[src/rtl/l2_port_arbiter.sv]
// l2_port_arbiter: shares the single L2 port between the core A and core B L1 caches.
// Optional ARB_STARVE_GUARD_EN adds per-core starvation counters that force priority at 15.
module l2_port_arbiter #(
  parameter int unsigned n  = 32,
  parameter int unsigned AW = 15
) (
  input  logic          clock,
  input  logic          n_reset,
  input  logic          L1A_READ_REQUEST,
  input  logic          L1A_WRITE_REQUEST,
  input  logic          L1B_READ_REQUEST,
  input  logic          L1B_WRITE_REQUEST,
  input  logic [AW-1:0] L1A_word_address,
  input  logic [AW-1:0] L1B_word_address,
  input  logic [n-1:0]  L1A_write_word,
  input  logic [n-1:0]  L1B_write_word,
  input  logic          L2_busy_in,
  input  logic [n-1:0]  L2_wdata,
  output logic          L2_read_request,
  output logic          L2_write_request,
  output logic [AW-1:0] L2_word_address,
  output logic [n-1:0]  L2_rdata,
  output logic [n-1:0]  L1A_read_word,
  output logic [n-1:0]  L1B_read_word,
  output logic          done_A,
  output logic          done_B,
  output logic          L2_busy_out_A,
  output logic          L2_busy_out_B,
  output logic          others_read_requests_A,
  output logic          others_read_requests_B,
  output logic          others_write_requests_A,
  output logic          others_write_requests_B,
  output logic [AW-1:0] snoop_address_A,
  output logic [AW-1:0] snoop_address_B
);

  typedef enum logic [1:0] {IDLE, ISSUE, WAIT, DONE} state_t;

  state_t        state;
  logic          owner;   // 0 = core A, 1 = core B
  logic          op_wr;
  logic          prio_b;

  logic          req_a_c;
  logic          req_b_c;
  logic          grant_b_c;
  logic          grant_wr_c;
  logic [AW-1:0] grant_addr_c;
  logic [n-1:0]  grant_data_c;

`ifdef ARB_STARVE_GUARD_EN
  logic [3:0]    starve_a;
  logic [3:0]    starve_b;

  // Count the other core's completions while this core waits; own completion clears.
  always_ff @(posedge clock or negedge n_reset) begin
    if (!n_reset) begin
      starve_a <= 4'd0;
      starve_b <= 4'd0;
    end else if (state == DONE) begin
      if (owner) begin
        starve_b <= 4'd0;
        if (req_a_c && starve_a != 4'd15) starve_a <= starve_a + 4'd1;
      end else begin
        starve_a <= 4'd0;
        if (req_b_c && starve_b != 4'd15) starve_b <= starve_b + 4'd1;
      end
    end
  end
`endif

  assign req_a_c = L1A_READ_REQUEST | L1A_WRITE_REQUEST;
  assign req_b_c = L1B_READ_REQUEST | L1B_WRITE_REQUEST;

  // Arbitration: a lone requester wins, otherwise the priority pointer decides.
  always_comb begin
    grant_b_c = req_b_c;
    if (req_a_c && req_b_c) begin
      grant_b_c = prio_b;
`ifdef ARB_STARVE_GUARD_EN
      if (starve_a == 4'd15)      grant_b_c = 1'b0;
      else if (starve_b == 4'd15) grant_b_c = 1'b1;
`endif
    end
    grant_wr_c   = grant_b_c ? L1B_WRITE_REQUEST : L1A_WRITE_REQUEST;
    grant_addr_c = grant_b_c ? L1B_word_address  : L1A_word_address;
    grant_data_c = grant_b_c ? L1B_write_word    : L1A_write_word;
  end

  always_ff @(posedge clock or negedge n_reset) begin
    if (!n_reset) begin
      state                   <= IDLE;
      owner                   <= 1'b0;
      op_wr                   <= 1'b0;
      prio_b                  <= 1'b0;
      L2_read_request         <= 1'b0;
      L2_write_request        <= 1'b0;
      L2_word_address         <= '0;
      L2_rdata                <= '0;
      L1A_read_word           <= '0;
      L1B_read_word           <= '0;
      done_A                  <= 1'b0;
      done_B                  <= 1'b0;
      L2_busy_out_A           <= 1'b0;
      L2_busy_out_B           <= 1'b0;
      others_read_requests_A  <= 1'b0;
      others_read_requests_B  <= 1'b0;
      others_write_requests_A <= 1'b0;
      others_write_requests_B <= 1'b0;
      snoop_address_A         <= '0;
      snoop_address_B         <= '0;
    end else begin
      done_A <= 1'b0;
      done_B <= 1'b0;
      case (state)
        IDLE: begin
          if (req_a_c || req_b_c) begin
            state                   <= ISSUE;
            owner                   <= grant_b_c;
            op_wr                   <= grant_wr_c;
            L2_word_address         <= grant_addr_c;
            L2_rdata                <= grant_data_c;
            L2_read_request         <= ~grant_wr_c;
            L2_write_request        <= grant_wr_c;
            L2_busy_out_A           <= 1'b1;
            L2_busy_out_B           <= 1'b1;
            others_read_requests_A  <= grant_b_c & ~grant_wr_c;
            others_write_requests_A <= grant_b_c & grant_wr_c;
            others_read_requests_B  <= ~grant_b_c & ~grant_wr_c;
            others_write_requests_B <= ~grant_b_c & grant_wr_c;
            snoop_address_A         <= grant_b_c ? grant_addr_c : '0;
            snoop_address_B         <= grant_b_c ? '0 : grant_addr_c;
          end
        end
        ISSUE: begin
          if (L2_busy_in) begin
            state            <= WAIT;
            L2_read_request  <= 1'b0;
            L2_write_request <= 1'b0;
          end
        end
        WAIT: begin
          if (!L2_busy_in) begin
            state <= DONE;
            if (!op_wr) begin
              if (owner) L1B_read_word <= L2_wdata;
              else       L1A_read_word <= L2_wdata;
            end
            done_A                  <= ~owner;
            done_B                  <= owner;
            // Owner sees the port free during its done cycle; the other core does not.
            if (owner) L2_busy_out_B <= 1'b0;
            else       L2_busy_out_A <= 1'b0;
            others_read_requests_A  <= 1'b0;
            others_read_requests_B  <= 1'b0;
            others_write_requests_A <= 1'b0;
            others_write_requests_B <= 1'b0;
            snoop_address_A         <= '0;
            snoop_address_B         <= '0;
          end
        end
        DONE: begin
          state         <= IDLE;
          prio_b        <= ~owner;
          L2_busy_out_A <= 1'b0;
          L2_busy_out_B <= 1'b0;
        end
        default: state <= IDLE;
      endcase
    end
  end

endmodule
[config.mk]
export PLATFORM = sky130hd
export DESIGN_NAME = l2_port_arbiter
export DESIGN_NICKNAME = d
export VERILOG_FILES = /design/src/rtl/l2_port_arbiter.sv
export SDC_FILE = /design/constraint.sdc
export NUM_CORES = 1
export LEC_CHECK = 0
export ABC_AREA = 1
export ABC_CLOCK_PERIOD_IN_PS = 3700
export BUFFER_PORTS_ARGS = -buffer_cell sky130_fd_sc_hd__buf_2
export CORE_ASPECT_RATIO = 1.2
export CORE_MARGIN = 8
export CORE_UTILIZATION = 35
export DETAILED_ROUTE_END_ITERATION = 8
export GPL_ROUTABILITY_DRIVEN = 0
export PLACE_DENSITY = 0.73
export SYNTH_ARGS = -nofsm -noshare
export SYNTH_HDL_FRONTEND = slang
export SYNTH_SLANG_ARGS = --single-unit
[constraint.sdc]
create_clock -name clock -period 3.7 [get_ports clock]
set_input_delay 0.555 -clock clock [delete_from_list [all_inputs] [get_ports clock]]
set_output_delay 0.555 -clock clock [all_outputs]
set_load 0.05 [all_outputs]
==> impl_metrics.ini, run 1 <==
[floorplanning]
die_height_um = 171
core_um2 = 19500
die_w_um = 145
start_util = 0.357
io_pins = 284
num_rows = 56
dieArea_um2 = 24700

[sta]
clock_skew_ns = 0.0191
setup_tns_ns = 0
max_freq_mhz = 389
setup_violations = 0
min_period_over_period = 0.694
rsz0062_at_grt = no
min_period_ns = 2.57
slew_violations = 0
max_slew.worst_pin.slew_ns = 1.12
slew_headroom = 0.254
hold_viol_final = 0

[status]
status = finished, final reports clean

[global_routing]
antenna_found_initial = 1
grt_pass1_wl_mm = 33.3
grt_max_degree = 87
grt_usage = 0.173
grt_pass1_vias = 6381
grt_overflow_total = 0

[route]
initialDrtViolationCount = 391
num_vias = 6342
viasPerCell = 4.69
drtAntennaViolNets = 0
firstDrtPassIters = 5
drc_errors = 0
drt_wl_total_mm = 21.3
wl_per_cell_um = 15.8

[worst_setup_path]
arrival_ns = 2.81
cp-startpoint = state[0]
cp_max_fo = 64
startpoint_type = flop
critPathRequiredTime_ns = 3.94
cp-end-kind = flop
r2r-start = state[0]
critPathKind = flop to flop

[pwr]
power_mw = 10.0
p_leak_nw = 5.14
ir_drop_mv = 0.643
power_per_cell_area_nw_per_um2 = 1100

[placed_design]
dp.final_hpwl_mm = 15.3
dpl_cell_area_um2 = 8540
portBuffers = 283

[final_layout]
fin_util = 0.467
fill_cells = 1904
area_growth_pct = 31.0
final_area_um2 = 9140
nNetsFinal = 1216
drive_above_1_share = 0.308

[synth]
yosysTopAreaCell = dfrtp_1
synth_cells = 821
ys_dominant_reg_cell = dfrtp_1
syn_avg_cell_area_um2 = 8.49
synth_top_area_share = 0.560
synth_common_cells = 262 x nand2_1, 156 x dfrtp_1, 87 x inv_1, 72 x o21ai_0, 70 x nand3_1
yosys_warnings = 0
syn_area_um2 = 6970
ys_seq_area_frac = 0.560
yosysMostFrequentCell = nand2_1
synth_cell_types = 24
synth_area_leaders = dfrtp_1 56%, nand2_1 14%, o21ai_0 5.2%
synth_nets = 959
synth-edff-count = 0
synthArstFlopShare = 1.00
synth-seq-cells = 156

[clocking]
clk_path_buf_depth = 2
htree_levels = 4
cts_sinks = 156
cts_buffers = 17
clk_latency_ns = 0.43
post_cts.repair.setup_buffers = 0
hold_buffers = 0
tritoncts = yes
cts_resized = 0
clk_pin_slew_ns = 0.07
cts-root-buf = clkbuf_16

[job]
max-cap-violations = 0

[min_path]
hold_path_class = primary input to asynchronous set/reset pin
==> layout make-up <==
class	instances	area, µm²	area share
Tap cell	261	327	0.0357
Timing Repair Buffer	290	1490	0.163
Clock buffer	17	425	0.0465
Inverter	90	338	0.0370
Clock inverter	15	168	0.0183
Multi-Input combinational cell	523	2490	0.272
Sequential cell	156	3900	0.427
Antenna cell	1	2.50	0.000274
==> metal layers <==
metal | up-vias | part of all wire | GRT usage
li1 | 3130 | - | -
met1 | 2947 | 0.39 | 0.201
met2 | 232 | 0.51 | 0.298
met3 | 33 | 0.073 | 0.0413
met4 | 0 | 0.023 | 0.0707
met5 | - | 0 | 0
==> worst max-delay path: stages, from the launching register on <==
cell	delay, ns
dfrtp_1	0.40
inv_1	0.10
ha_1	0.27
inv_2	0.52
nor2_2	0.08
nand2_2	0.76
o21ai_0	0.24
==> report_power, final <==
| part | leakage (nW) | switching [mW] | internal, mW |
|---|---|---|---|
| registers | 1.97 | 0.424 | 2.47 |
| logic | 2.88 | 4.24 | 1.16 |
| clock network | 0.288 | 0.825 | 0.913 |
==> registers in the layout, summed over array words and instances, names as in the netlist, 2 cells and up <==
signal	flops
L1A_read_word	32
L1B_read_word	32
L2_rdata	32
L2_word_address	15
snoop_address_A	15
snoop_address_B	15
state	2
==> cell families after synthesis <==
group                    share of synthesized area
AO/OA/AOI/OAI                               0.0750
adder cells (fa/ha/maj)                    0.00897
buffers and inverters                       0.0859
flip-flops                                   0.560
AND/OR/NAND/NOR                              0.270
==> final timing paths <==
path                            slack [ns]  depth (start not counted)                end
worst max-delay path                  1.13                          6  L1A_read_word[11]
worst min-delay path                  0.18                          1       L2_rdata[30]
worst max register to register        1.13                          6  L1A_read_word[11]
worst min register to register        0.47                          2        L2_rdata[9]
max in group asynchronous             2.68                          2  L1A_read_word[20]
min in group clock                    0.37                          2             done_B
==> through the flow <==
step           hold WS, ns  worst slack, ns  instances
6_report             0.179             1.13       1353
5_1_grt              0.248            0.867       1353
3_3_place_gp         0.457             1.30       1320
4_1_cts              0.225             1.09       1352
2_1_floorplan        0.259             2.16        821
3_5_place_dp         0.460             1.10       1320
==> cell usage in the layout (no fill, tap or decap), types with 5 or more instances in the layout <==
master / synthesis / layout
buf_2: 21 / 282
buf_4: 2 / 6
nand3b_1: 47 / 47
nand4_1: 17 / 17
inv_8: 0 / 6
dfrtp_1: 156 / 156
nand2_2: 3 / 5
clkbuf_16: 0 / 17
nor2_1: 9 / 9
o21ai_0: 72 / 72
ha_1: 5 / 5
inv_1: 87 / 87
nand2_1: 262 / 260
o21ai_1: 30 / 29
nand3_1: 70 / 70
No activity file was read; power rests on OpenSTA's default activity.
==> run 2, diff against run 1 <==
==> config.mk (replaced) <==
export PLATFORM = sky130hd
export DESIGN_NAME = l2_port_arbiter
export DESIGN_NICKNAME = d
export VERILOG_FILES = /design/src/rtl/l2_port_arbiter.sv
export SDC_FILE = /design/constraint.sdc
export NUM_CORES = 1
export LEC_CHECK = 0
export ABC_AREA = 0
export ABC_CLOCK_PERIOD_IN_PS = 2500
export BUFFER_PORTS_ARGS = -buffer_cell sky130_fd_sc_hd__buf_2
export CORE_ASPECT_RATIO = 1.2
export CORE_MARGIN = 8
export CORE_UTILIZATION = 35
export DETAILED_ROUTE_END_ITERATION = 8
export GPL_ROUTABILITY_DRIVEN = 0
export PLACE_DENSITY = 0.74
export SYNTH_ARGS = -nofsm -noshare
export SYNTH_HDL_FRONTEND = slang
export SYNTH_SLANG_ARGS = --single-unit
==> constraint.sdc (replaced) <==
create_clock -name clock -period 2.5 [get_ports clock]
set_input_delay 0.375 -clock clock [delete_from_list [all_inputs] [get_ports clock]]
set_output_delay 0.375 -clock clock [all_outputs]
set_load 0.05 [all_outputs]
==> impl_metrics.ini, run 2 <==
[worst_setup_path]
worst_path_max_delay_cell = nor3_4
slowest_delay_ns = 0.64
cp-end-kind = flop
arrival_ns = 2.36
r2r-end = snoop_address_A[9]
cp_top_family = simple AND/OR/NAND/NOR gates
r2r-start = state[0]
startpoint_type = flop
path_cells = inv_1 > ha_1 > o41ai_4 > nor3_4 > a22o_1
cp.buffers_inverters = 1
critPathKind = flop to flop
cp_max_fo = 16
r2r_slack_ns = 0.49
rr_worst_depth = 5
critPathRequiredTime_ns = 2.85

[clocking]
tritoncts = yes
clk_pin_slew_ns = 0.07
cts-root-buf = clkbuf_16
clk_path_buf_depth = 2
cts_buffers = 17
cts_resized = 0
clk_latency_ns = 0.42
htree_levels = 4
cts_sinks = 156

[route]
drt_wl_total_mm = 17.2
drtAntennaViolNets = 0
initialDrtViolationCount = 164
viasPerCell = 4.75
wl_per_cell_um = 17.1
num_vias = 4765
drc_errors = 0
firstDrtPassIters = 4

[floorplanning]
num_rows = 54
die_height_um = 164
io_pins = 284
start_util = 0.355
dieArea_um2 = 22900
core_um2 = 18000
die_w_um = 139

[placed_design]
portBuffers = 283
dp.final_hpwl_mm = 13.4
pre_cts_ws_ns = 0.458

[sta]
min_period_ns = 2.01
max_freq_mhz = 497
slew_headroom = 0.497
setup_slack_ns = 0.488
slew_violations = 0
holdWs_ns = 0.186
clock_skew_ns = 0.00986
rsz0062_at_grt = no
setup_violations = 0
max_slew.worst_pin.slew_ns = 0.752
min_period_over_period = 0.805
hold_viol_final = 0
setup_tns_ns = 0

[final_layout]
area_growth_pct = 36.0
fill_cells = 1640
final_cell_mix = 282 x buf_2, 156 x dfrtp_1, 62 x mux2_2
nNetsFinal = 903
drive_above_1_share = 0.516
largest_registers = L1A_read_word x32, L1B_read_word x32, L2_rdata x32
mostFrequentLayoutCell = buf_2
fin_util = 0.483

[synth]
synth_top_area_share = 0.610
synth-edff-count = 0
synth-seq-cells = 156
yosysMostFrequentCell = dfrtp_1
synth_cell_types = 37
yosys_warnings = 0
ys_dominant_reg_cell = dfrtp_1
synthArstFlopShare = 1.00
synth_area_leaders = dfrtp_1 61%, mux2_2 11%, mux2i_1 7.3%
ys_seq_area_frac = 0.610
synth_cells = 475
syn_avg_cell_area_um2 = 13.5
yosysTopAreaCell = dfrtp_1
synth_common_cells = 156 x dfrtp_1, 62 x mux2_2, 50 x nand2_1, 50 x o21ai_0, 47 x mux2i_1
synth_nets = 613
syn_area_um2 = 6400

[global_routing]
antenna_found_initial = 3
grt_max_degree = 62
grt_pass1_wl_mm = 26.9
grt_pass1_vias = 5259
grt_usage = 0.149
grt_overflow_total = 0

[min_path]
hold_path_class = primary input to flop
whs_endpoint = snoop_address_A[1]
min_from = L1B_word_address[1]
worst_hold_path.num_cells = 2

[status]
status = finished, final reports clean

[job]
max-cap-violations = 0
==> run 2: cell count changes after synthesis, moves of 20 or more <==
cell and change:
a22o_1 +31, clkbuf_1 -20, inv_1 -84, mux2_2 +62
mux2i_1 +47, nand2_1 -212, nand3_1 -70, nand3b_1 -45
o21ai_0 -22, o21ai_1 -29
==> run 2: layer usage <==
metal,vias to the layer above,track usage,part of all wire
met4,4,0.0485,0.0094
met2,174,0.263,0.51
met1,2281,0.163,0.40
met3,17,0.0558,0.079
met5,-,0,0.0015
li1,2289,-,-
==> run 2: worst max path at each step <==
stage | startpoint | to | slack (ns) | depth (start not counted)
after detailed placement | L1A_WRITE_REQUEST | snoop_address_A[14] | 0.46 | 5
after floorplan | state[0] | L1A_read_word[11] | 0.69 | 7
final | state[0] | snoop_address_A[9] | 0.49 | 5
after global routing | state[1] | snoop_address_A[7] | 0.36 | 5
after global placement | L1A_WRITE_REQUEST | snoop_address_A[14] | 0.47 | 5
after CTS | state[0] | snoop_address_A[7] | 0.47 | 5
==> run 2: what timing repair did <==
item                                   in CTS  in global routing
endpoints found under the hold margin      52                  0
hold buffers                                1                  0
setup buffers                               0                  0
==> run 2: area by class of cell <==
type                    instances  area [µm²]  area share
clock buffers                  19         453      0.0520
clock inverters                12         150      0.0172
flip-flops and latches        156        3900       0.448
inverters                       3        11.3     0.00129
well taps                     224         280      0.0322
repair buffers                299        1610       0.185
diodes                          2        5.00    0.000575
multi-input cells             288        2300       0.264
==> run 2: stage by stage <==
step           std cells  area (µm²)
6_report            1003        8710
5_1_grt             1002        8710
4_1_cts             1001        8700
3_5_place_dp         969        8090
3_3_place_gp         969        8090
2_1_floorplan        475        6400
==> run 2: cells by family after synthesis <==
family,Yosys count,share of synthesized area
multiplexers,112,0.188
flip-flops,156,0.610
AND/OR/NAND/NOR,72,0.0535
adder cells (fa/ha/maj),5,0.00977
AO/OA/AOI/OAI,99,0.104
buffers and inverters,31,0.0352
Power of run 2 is not shown: default switching activity piles up to over one toggle a cycle in this logic, so the estimate is an artifact.
==> run 3, diff against run 2 <==
==> config.mk (replaced) <==
export PLATFORM = sky130hd
export DESIGN_NAME = l2_port_arbiter
export DESIGN_NICKNAME = d
export VERILOG_FILES = /design/src/rtl/l2_port_arbiter.sv
export SDC_FILE = /design/constraint.sdc
export NUM_CORES = 1
export LEC_CHECK = 0
export ABC_AREA = 1
export ABC_CLOCK_PERIOD_IN_PS = 2000
export BUFFER_PORTS_ARGS = -buffer_cell sky130_fd_sc_hd__buf_2
export CORE_ASPECT_RATIO = 1.2
export CORE_MARGIN = 8
export CORE_UTILIZATION = 35
export DETAILED_ROUTE_END_ITERATION = 8
export GPL_ROUTABILITY_DRIVEN = 0
export PLACE_DENSITY = 0.73
export SYNTH_ARGS = -nofsm -noshare
export SYNTH_HDL_FRONTEND = slang
export SYNTH_SLANG_ARGS = --single-unit
==> constraint.sdc (replaced) <==
create_clock -name clock -period 2 [get_ports clock]
set_input_delay 0.3 -clock clock [delete_from_list [all_inputs] [get_ports clock]]
set_output_delay 0.3 -clock clock [all_outputs]
set_load 0.05 [all_outputs]
==> impl_metrics.ini, run 3 (same netlist as run 1, synthesis figures left out) <==
[status]
status = finished, final reports clean

[placed_design]
portBuffers = 283
dpl_cell_area_um2 = 8690
pre_cts_ws_ns = 0.205
dp.final_hpwl_mm = 15.8

[worst_setup_path]
r2r_slack_ns = 0.26
rr_worst_depth = 7
path_cells = inv_1 > ha_1 > nand2_1 > o21a_1 > nand2_2 > buf_12 > o21ai_0
startpoint_type = flop
cp_max_fo = 68
worst_path_max_delay_cell = dfrtp_1
cp-end-kind = flop
slowest_delay_ns = 0.41
arrival_ns = 2.04
critPathRequiredTime_ns = 2.30
r2r-end = snoop_address_B[10]
r2r-start = state[0]
critPathKind = flop to flop

[clocking]
cts_buffers = 17
clk_pin_slew_ns = 0.07
cts-root-buf = clkbuf_16
cts_sinks = 156
clk_path_buf_depth = 2
tritoncts = yes
clk_latency_ns = 0.43
htree_levels = 4
post_cts.repair.setup_buffers = 0

[route]
num_vias = 6439
viasPerCell = 4.72
drtAntennaViolNets = 0
wl_per_cell_um = 16.1
drc_errors = 0
firstDrtPassIters = 5
drt_wl_total_mm = 21.9
initialDrtViolationCount = 318

[global_routing]
antenna_found_initial = 0
grt_overflow_total = 0
grt_pass1_wl_mm = 34.1
grt_pass1_vias = 6626
grt_usage = 0.176
grt_max_degree = 69

[sta]
holdWs_ns = 0.103
max_freq_mhz = 574
slew_violations = 0
setup_violations = 0
clock_skew_ns = 0.0116
hold_viol_final = 0
min_period_over_period = 0.872
setup_tns_ns = 0
setup_slack_ns = 0.256
rsz0062_at_grt = no
min_period_ns = 1.74
slew_headroom = 0.526
max_slew.worst_pin.slew_ns = 0.711

[floorplanning]
num_rows = 56
io_pins = 284
die_w_um = 145
core_um2 = 19500
dieArea_um2 = 24700
start_util = 0.357
die_height_um = 171

[final_layout]
drive_above_1_share = 0.314
mostFrequentLayoutCell = buf_2
largest_registers = L1A_read_word x32, L1B_read_word x32, L2_rdata x32
antenna_cells = 0
nNetsFinal = 1227
final_area_um2 = 9300
final_cell_mix = 282 x buf_2, 260 x nand2_1, 156 x dfrtp_1
fill_cells = 1885
area_growth_pct = 33.4

[pwr]
power_mw = 18.9
ir_drop_mv = 1.10
p_leak_nw = 5.22
power_per_cell_area_nw_per_um2 = 2030

[job]
max-cap-violations = 0

[min_path]
min_from = L2_busy_in
whs_endpoint = done_B
hold_path_class = primary input to flop
worst_hold_path.num_cells = 2
run 3: cell types whose count changed in the layout (fill, tap and decap cells not counted), moves of 31 or more:
cell      before  now
mux2i_1       47    0
mux2_2        62    0
nand2_1       50  260
a22o_1        31    0
nand3b_1       2   47
inv_1          3   87
nand3_1        0   70
run 3: repair_timing:
| item | CTS | global route |
|---|---|---|
| hold endpoints to repair | 45 | 0 |
| resized for setup | 0 | 2 |
| hold buffers | 1 | 0 |
| endpoints found under the setup margin | 0 | 6 |
run 3: final cells by class:
class                   instances  area [µm²]  area share
clock buffers                  17         425      0.0457
clock inverters                15         165      0.0178
inverters                      90         338      0.0363
multi-input cells             523        2490       0.267
flip-flops and latches        156        3900       0.420
well taps                     261         327      0.0351
repair buffers                301        1660       0.178
run 3: worst max-delay path by stage:
stage | cells after the start | startpoint | end | slack (ns)
after floorplan | 9 | state[0] | snoop_address_B[13] | 0.46
after global routing | 7 | state[0] | snoop_address_B[7] | 0.08
after detailed placement | 7 | state[0] | L1A_read_word[18] | 0.21
after CTS | 7 | state[0] | L1A_read_word[12] | 0.19
after global placement | 7 | state[0] | L1B_read_word[18] | 0.33
final | 7 | state[0] | snoop_address_B[10] | 0.26
run 3: power breakdown:
part | total, mW | internal [mW] | switching [mW] | leakage (nW)
clock network | 3.20 | 1.68 | 1.51 | 0.287
registers | 5.36 | 4.57 | 0.790 | 1.97
logic | 10.3 | 2.36 | 7.94 | 2.96
run 3: stage by stage:
stage,util,std cells
6_report,0.476,1363
5_1_grt,0.476,1363
4_1_cts,0.475,1363
3_5_place_dp,0.445,1330
3_3_place_gp,0.445,1330
2_1_floorplan,-,821
run 3: critical path, delay by kind of cell (launching register included):
kind / cells / cell delay (ns)
flops: 1 / 0.41
buf+inv: 2 / 0.39
compound gates: 2 / 0.30
fa+ha+maj: 1 / 0.28
simple gates: 2 / 0.23
run 3: metal layers:
layer / wire length (µm) / vias to the layer above / track usage
met3: 1530 / 33 / 0.0427
li1: - / 3155 / -
met1: 8590 / 3029 / 0.200
met2: 11200 / 222 / 0.313
met5: 0 / - / 0
met4: 527 / 0 / 0.0644
